<file path="config.mk">
export PLATFORM = sky130hd
export DESIGN_NAME = branch_ctrl
export DESIGN_NICKNAME = d
export VERILOG_FILES = /design/src/rtl/branch_ctrl.sv
export SDC_FILE = /design/constraint.sdc
export NUM_CORES = 1
export LEC_CHECK = 0
export BUFFER_PORTS_ARGS = -buffer_cell sky130_fd_sc_hd__buf_4
export CELL_PAD_IN_SITES_DETAIL_PLACEMENT = 2
export CELL_PAD_IN_SITES_GLOBAL_PLACEMENT = 2
export CORE_MARGIN = 10
export CORE_UTILIZATION = 21
export DETAILED_ROUTE_END_ITERATION = 16
export GPL_TIMING_DRIVEN = 0
export PLACE_DENSITY = 0.71
export SYNTH_ARGS = -nofsm -noshare
export SYNTH_HDL_FRONTEND = slang
export SYNTH_SLANG_ARGS = --single-unit
</file>
<file path="constraint.sdc">
create_clock -name clk -period 1.4 [get_ports clk]
set_input_delay 0.07 -clock clk [delete_from_list [all_inputs] [get_ports clk]]
set_output_delay 0.07 -clock clk [all_outputs]
set_load 0.005 [all_outputs]
</file>
<file path="src/rtl/branch_ctrl.sv">
// Branch/jump sequencer for the multicycle CPU.
// Drives PC, ALU-operand and link controls from decode to retire.
module branch_ctrl #(
  parameter logic [5:0] OP_J   = 6'h02,
  parameter logic [5:0] OP_JAL = 6'h03,
  parameter logic [5:0] OP_BEQ = 6'h04,
  parameter logic [5:0] OP_BNE = 6'h05,
  parameter logic [5:0] OP_BLE = 6'h06,
  parameter logic [5:0] OP_BGT = 6'h07,
  parameter logic [5:0] FN_JR  = 6'h08
) (
  input  logic       clk,
  input  logic       reset,
  input  logic       start,
  input  logic [5:0] opcode,
  input  logic [5:0] funct,
  output logic       busy,
  output logic       done,
  output logic       err,
  output logic       PCWrite,
  output logic       PCWriteCond,
  output logic       EQorNE,
  output logic       GTorLT,
  output logic [1:0] PCSource,
  output logic       ALUSrcA,
  output logic [1:0] ALUSrcB,
  output logic [2:0] ALUOp,
  output logic       RegWrite,
  output logic [1:0] RegDst,
  output logic [1:0] MemToReg
);

  typedef enum logic [2:0] {
    IDLE, BR, JMP, LINK, JR, DONE, ERR
  } state_t;

  state_t     state, next;
  logic [5:0] op_q;
  logic       is_br, is_j, is_jal, is_jr;

  assign is_br  = (opcode == OP_BEQ) || (opcode == OP_BNE) ||
                  (opcode == OP_BLE) || (opcode == OP_BGT);
  assign is_j   = (opcode == OP_J);
  assign is_jal = (opcode == OP_JAL);
  assign is_jr  = (opcode == 6'h00) && (funct == FN_JR);

  always_ff @(posedge clk) begin
    if (reset) begin
      state <= IDLE;
      op_q  <= '0;
    end else begin
      state <= next;
      if (state == IDLE && start)
        op_q <= opcode;
    end
  end

  always_comb begin
    next = state;
    unique case (state)
      IDLE: begin
        if (start) begin
          unique case (1'b1)
            is_br:   next = BR;
            is_j:    next = JMP;
            is_jal:  next = LINK;
            is_jr:   next = JR;
            default: next = ERR;
          endcase
        end
      end
      BR:      next = DONE;
      JMP:     next = DONE;
      LINK:    next = JMP;
      JR:      next = DONE;
      DONE:    next = IDLE;
      ERR:     next = IDLE;
      default: next = IDLE;
    endcase
  end

  // Moore outputs: a function of state and the latched opcode only
  always_comb begin
    busy        = 1'b0;
    done        = 1'b0;
    err         = 1'b0;
    PCWrite     = 1'b0;
    PCWriteCond = 1'b0;
    EQorNE      = 1'b0;
    GTorLT      = 1'b0;
    PCSource    = 2'b00;
    ALUSrcA     = 1'b0;
    ALUSrcB     = 2'b00;
    ALUOp       = 3'b000;
    RegWrite    = 1'b0;
    RegDst      = 2'b00;
    MemToReg    = 2'b00;
    unique case (state)
      BR: begin
        busy        = 1'b1;
        ALUSrcA     = 1'b1;
        ALUOp       = 3'b001;
        PCSource    = 2'b01;
        PCWriteCond = 1'b1;
        EQorNE      = (op_q == OP_BNE) || (op_q == OP_BGT);
        GTorLT      = (op_q != OP_BGT);
      end
      JMP: begin
        busy     = 1'b1;
        PCWrite  = 1'b1;
        PCSource = 2'b10;
      end
      LINK: begin
        busy     = 1'b1;
        RegWrite = 1'b1;
        RegDst   = 2'b10;
        MemToReg = 2'b11;
      end
      JR: begin
        busy     = 1'b1;
        ALUSrcA  = 1'b1;
        ALUOp    = 3'b010;
        PCWrite  = 1'b1;
      end
      DONE: begin
        busy = 1'b1;
        done = 1'b1;
      end
      ERR:     err = 1'b1;
      default: ;
    endcase
  end

endmodule

</file>
Word level (Yosys, flattened, before mapping)
Cells that the tools add are included.
- ROM bits: 0
- logic and storage cells: 47
- memories kept: 0
- output and inout bits: 20
- bits in registers: 9
- latch bits: 0
- input port bits: 15
- memory bits (writable): 0
- $mul: 0
- $lt $le $gt $ge: 0
- reduce and logical (&&, ||, !) cells: 12
- bitwise operators: 0
- equal/unequal tests: 17
- div/mod/pow operators: 0
- muxes and demuxes: 16
- shifts and indexed selects: 0
- add/sub/neg operators: 0
- operators with widths (kind ; number):
    $eq 6x3->1 const B ; 6
    $eq 6x2->1 const B ; 2
    $pmux 3 s4 ; 1
    $eq 3x3->1 const B ; 3
    $mux 1 ; 9
    $pmux 3 s3 ; 1
    $pmux 2 s2 ; 2
    $eq 3x2->1 const B ; 2
    $eq 6x4->1 const B ; 1
    $logic_not 6->1 ; 1
    $ne 6x3->1 const B ; 1
    $reduce_or 5->1 ; 1
    $logic_or 1x1->1 ; 4
    $mux 2 ; 2
    $reduce_or 2->1 ; 2
    $eq 3x1->1 const B ; 1
    $logic_not 3->1 ; 1
    $mux 3 ; 1
    $reduce_or 3->1 ; 1
    $logic_and 1x1->1 ; 2
    $ne 2x2->1 const B ; 1

Depth between registers and ports, before layout
- word-level depth: 7
- mapped depth: 5

Least setup slack after synthesis
No wires, ideal clock.
- path kind: register to register
- start: register state[1]
- end: register op_q[0]
- buffers on the path: 0
- path slack: 0.207 ns
- arrival time: 1.079 ns
- stages on the path, launching flop included: 4
- setup time: 0.114 ns
- cell sequence: dfxtp_1 -> nor4b_4 -> mux2i_1 -> nor2_1
- cells in the longest elaborated chain, start to end: 2
- RTL lines (what ; RTL line ; source):
    start: declaration ; 37 ; state_t state, next;
    start signal: assignment ; 52 ; state <= next;
    $logic_not 3->1 ; 53 ; if (state == IDLE && start)
    $logic_and 1x1->1 ; 53 ;
    end signal: assignment ; 54 ; op_q <= opcode;
    end: declaration ; 38 ; logic [5:0] op_q;
No other way between the ends.
A chain may end at the register's enable or synchronous reset.

Worst setup path in the final report
- start: register state[2]
- end: output PCWrite
- cells in the longest elaborated chain, start to end: 3
- elaborated cells on any way between the ends: 4
- those cells by class: eq/ne: 2; mux: 1; reduce/logical: 1
- RTL lines (what ; RTL line ; source):
    $eq 3x3->1 / $eq 3x2->1 (equally long branches) ; 98 ; unique case (state)
    $reduce_or 2->1 (no line) * ; -- ;
    $mux 1 * ; 98 ;
    end: declaration ; 20 ; output logic PCWrite,
Every way passes the cells marked *; elsewhere a longest branch is shown, timed or not.

==> results.md <==
Outcome:
- The run finished with clean final reports.

Route:
- The overall via count from detail_route is 615.
- The count of TritonRoute iterations in the first routing pass is 2.
- Using the TritonRoute via totals, the vias-per-cell ratio works out to 4.36.
- The detailed router finished its first iteration with 24 violations.
- The final layout contains routed wiring with a total length of 2050 um.
- The routed wire length per instance is roughly 15 um.
- The final antenna-violating net count is 0.
- The number of remaining DRC errors is 0.

Final layout:
- The number of antenna diodes in the final layout is 0.
- The net total in the final layout is roughly 130.
- The post-route netlist has 54.5% of its cells at a drive strength greater than 1.
- The synthesis-to-layout area growth is 64.0%.
- The final cell area excluding filler cells is roughly 970 um2.
- The number of standard cells in the final layout excluding fillers is approximately 140.

Synthesis:
- The total of warnings raised by yosys is 0.
- In this run the mean area of a mapped cell was 8.32 um2.
- The count of unique library cells instantiated by Yosys is 27.
- Sequential cells were found to cover 30.5% of the synthesized design area.
- The flop and latch count out of synthesis is 9.
- The cell area after synthesis is 591 um2.
- The number of cells produced by synthesis is 71.

CTS:
- The number of sinks on the clock net is 9.
- The clock root buffer is sky130_fd_sc_hd__clkbuf_4.
- The hold buffer count at cts is 0.
- The clock reaches the later pin of the worst-skew pair after 0.26 ns.
- No sink is reached through more buffers than the 2 on the longest clock path.
- TritonCTS built the clock tree.
- The number of levels the H-tree was split into is 1.
- The number of clock buffers added by TritonCTS is 3.
- The clock slew seen by the registers of the worst setup and hold paths is 0.06 ns.

Power and ir drop:
- The internal portion of the total power is 0.659 mW.
- In this run the power spent charging and discharging nets is 0.320 mW.
- The switching share of total power is 32.7%.
- Of the total power, the clock network draws 20.9%.
- The peak ir drop on the vdd network is around 0.41 mV.
- Sequential cells burn 33.9% of the power.
- In this run the static leakage power is between 0.4 and 0.5 nW.
- In this run the power density over the cells is 1010 nW/um2.
- The total power after layout is a little under 1 mW.
- Combinational logic burns between 40 and 50% of the power.

Hold path:
- For hold timing, the worst endpoint is op_q[0].
- The worst hold path begins at reset.
- The worst hold path passes through 2 cells.
- In this run the worst hold path is classified as in -> reg.

Die:
- The total die area is 5330 um2.
- The chip width is between 70 and 80 um.
- The initialized floorplan defines 19 standard-cell rows.
- The starting density of the core is 21.6%.
- The die height is about 73 um.
- The total core area is roughly 2700 um2.
- The number of I/O pins is 35.

Place:
- Before CTS, the worst setup slack after placement is between 0.02 and 0.03 ns.
- Including well taps, the total number of placed cells is about 130.
- In this run the cell area measured after placement is ~860 um2.
- The placed wire-length estimate is roughly 1700 um.
- Routability-driven placement finished with a final weighted congestion of between 0.6 and 0.7.
- Buffers placed on the I/O ports in this run total 29.

STA:
- Counting I/O delays and the setup requirement, the final critical path takes 1.35 ns.
- The final period utilization is 96.2%.
- Setup violations remaining at the end of the flow were counted as 0.
- The number of pins exceeding their max-slew limit in the final report was 0.
- Once routing completed, OpenROAD measured the worst setup slack at 0.0529 ns.
- The maximum operating frequency is 742 MHz.
- The final count of hold timing violations came to 0.
- The setup skew after layout is 0.000968 ns.
- The minimum hold slack is 0.0353 ns.

Critical path:
- Setup slack on the worst reg-to-reg path comes out at about 0.17 ns.
- Of all nets on the critical path, the largest fanout is 10.
- The startpoint of the worst register-to-register path is state[2].
- STA classifies the critical path startpoint as a flip-flop.
- Data arrives at the worst endpoint at 1.28 ns.
- The endpoint of the lowest-slack register-to-register path is state[1].
- At the worst endpoint, the required time is 1.33 ns.
- Measured in cells, the most critical reg-to-reg path has a length of 5.
- The worst setup path is captured at a primary output.
- By startpoint and endpoint, the worst setup path is classified as reg -> out.

Flow run:
- Across the run, the number of max-cap violations was 0.

GRT:
- The global-route wire length before repair is 3220 um.
- The number of global-route vias before repair is between 600 and 700.
- The total routing usage reported by global routing is 7.44%.
- After global routing the overflow that remains totals 0.
- The initial antenna violation count is 0.
- The largest net degree at the start of global routing is 11.
==> cell usage after synthesis <==
library cell	n	area share [%]
sky130_fd_sc_hd__buf_4	10	13
sky130_fd_sc_hd__dfxtp_1	9	31
sky130_fd_sc_hd__nor2_1	8	5.1
sky130_fd_sc_hd__a21oi_1	6	5.1
sky130_fd_sc_hd__mux2i_1	6	10
sky130_fd_sc_hd__nand2_1	4	2.5
sky130_fd_sc_hd__buf_2	3	2.5
sky130_fd_sc_hd__and3b_1	2	3.0
sky130_fd_sc_hd__inv_1	2	1.3
sky130_fd_sc_hd__nor3_1	2	1.7
sky130_fd_sc_hd__nor3b_1	2	2.5
sky130_fd_sc_hd__or4_1	2	2.5
sky130_fd_sc_hd__a211o_1	1	1.5
sky130_fd_sc_hd__a21o_1	1	1.3
sky130_fd_sc_hd__a31oi_1	1	1.1
sky130_fd_sc_hd__conb_1	1	0.63
sky130_fd_sc_hd__nand2b_1	1	1.1
sky130_fd_sc_hd__nand4b_1	1	1.5
sky130_fd_sc_hd__nor2b_1	1	1.1
sky130_fd_sc_hd__nor4_1	1	1.1
sky130_fd_sc_hd__nor4b_4	1	4.0
sky130_fd_sc_hd__o21a_1	1	1.3
sky130_fd_sc_hd__o21ai_0	1	0.85
sky130_fd_sc_hd__o21ai_1	1	0.85
sky130_fd_sc_hd__or2_1	1	1.1
sky130_fd_sc_hd__or3b_1	1	1.5
sky130_fd_sc_hd__or4b_1	1	1.7
==> kinds of logic after synthesis <==
family / share of synthesized area, %
compound gates: 11.9
other cells: 0.635
buf+inv: 16.5
simple gates: 30.3
flops: 30.5
mux: 10.2
==> area by class of cell <==
| type | count | area (um2) |
|---|---|---|
| fillers | 309 | 1770 |
| clock buffers | 4 | 26.3 |
| inverters | 2 | 7.51 |
| well taps | 31 | 38.8 |
| flip-flops and latches | 9 | 186 |
| plain buffers | 13 | 109 |
| repair buffers | 32 | 240 |
| multi-input cells | 50 | 360 |
==> registers in the layout, summed over array words and instances, names as in the netlist <==
register and count:
op_q 6, state 3
==> worst max-delay path: stages, from the launching register on <==
cell and delay (ns):
sky130_fd_sc_hd__dfxtp_4 0.36, sky130_fd_sc_hd__buf_6 0.14, sky130_fd_sc_hd__nor3b_2 0.16, sky130_fd_sc_hd__or2_1 0.22, sky130_fd_sc_hd__buf_4 0.13
==> power groups by stage <==
stage               logic (mW)  clock network (mW)  registers, mW
CTS                      0.429               0.212          0.326
global route             0.492               0.228          0.337
floorplan                0.222                   0          0.317
detailed placement       0.399                   0          0.325
finish                   0.442               0.205          0.331
global placement         0.385                   0          0.321
==> worst max-delay path by stage <==
stage	end	from
2_1_floorplan	op_q[0]	state[1]
3_3_place_gp	op_q[2]	state[1]
3_5_place_dp	op_q[1]	state[1]
4_1_cts	PCSource[0]	state[1]
5_1_grt	MemToReg[1]	state[0]
6_report	PCWrite	state[2]
==> stage by stage <==
step	TNS (ns)	utilization [%]
finish	0	35.4
global route	-0.00627	35.4
CTS	0	33.8
detailed placement	0	31.4
global placement	0	31.4
floorplan	0	-
==> routing by layer <==
metal	GRT usage, %	wire [um]	part of all wire, %
met4	2.53	0	0
met1	8.07	762	37
met3	2.18	116	5.7
met2	13.3	1170	57
met5	0	0	0
==> cells in the final DEF, fill, tap and decap left out <==
| cell type | instances |
|---|---|
| sky130_fd_sc_hd__o21ai_1 | 1 |
| sky130_fd_sc_hd__conb_1 | 4 |
| sky130_fd_sc_hd__dfxtp_2 | 2 |
| sky130_fd_sc_hd__or4b_1 | 1 |
| sky130_fd_sc_hd__nand4b_1 | 1 |
| sky130_fd_sc_hd__nor3_2 | 1 |
| sky130_fd_sc_hd__buf_6 | 3 |
| sky130_fd_sc_hd__nor4_4 | 1 |
| sky130_fd_sc_hd__inv_2 | 1 |
| sky130_fd_sc_hd__nor2_2 | 1 |
| sky130_fd_sc_hd__a21oi_1 | 6 |
| sky130_fd_sc_hd__nor2b_1 | 1 |
| sky130_fd_sc_hd__nor3b_2 | 2 |
| sky130_fd_sc_hd__o21ai_0 | 1 |
| sky130_fd_sc_hd__nor3_1 | 1 |
| sky130_fd_sc_hd__or2_1 | 1 |
| sky130_fd_sc_hd__buf_4 | 42 |
| sky130_fd_sc_hd__a21o_1 | 1 |
| sky130_fd_sc_hd__dfxtp_4 | 1 |
| sky130_fd_sc_hd__a31oi_1 | 1 |
| sky130_fd_sc_hd__clkbuf_4 | 3 |
| sky130_fd_sc_hd__clkbuf_1 | 1 |
| sky130_fd_sc_hd__nand2_2 | 1 |
| sky130_fd_sc_hd__a211o_1 | 1 |
| sky130_fd_sc_hd__nand2b_1 | 1 |
| sky130_fd_sc_hd__o21a_1 | 1 |
| sky130_fd_sc_hd__and3b_2 | 1 |
| sky130_fd_sc_hd__or4_1 | 2 |
| sky130_fd_sc_hd__dfxtp_1 | 6 |
| sky130_fd_sc_hd__nand2_1 | 3 |
| sky130_fd_sc_hd__mux2i_1 | 6 |
| sky130_fd_sc_hd__and3b_1 | 1 |
| sky130_fd_sc_hd__nor2_1 | 7 |
| sky130_fd_sc_hd__inv_1 | 1 |
| sky130_fd_sc_hd__or3b_1 | 1 |
| sky130_fd_sc_hd__nor4b_4 | 1 |
==> what timing repair did <==
action	4_1_cts	5_1_grt
pin swaps	0	2
resized for setup	14	5
buffers inserted	0	3
endpoints found under the setup margin	14	15
(Power assumes the default switching activity.)
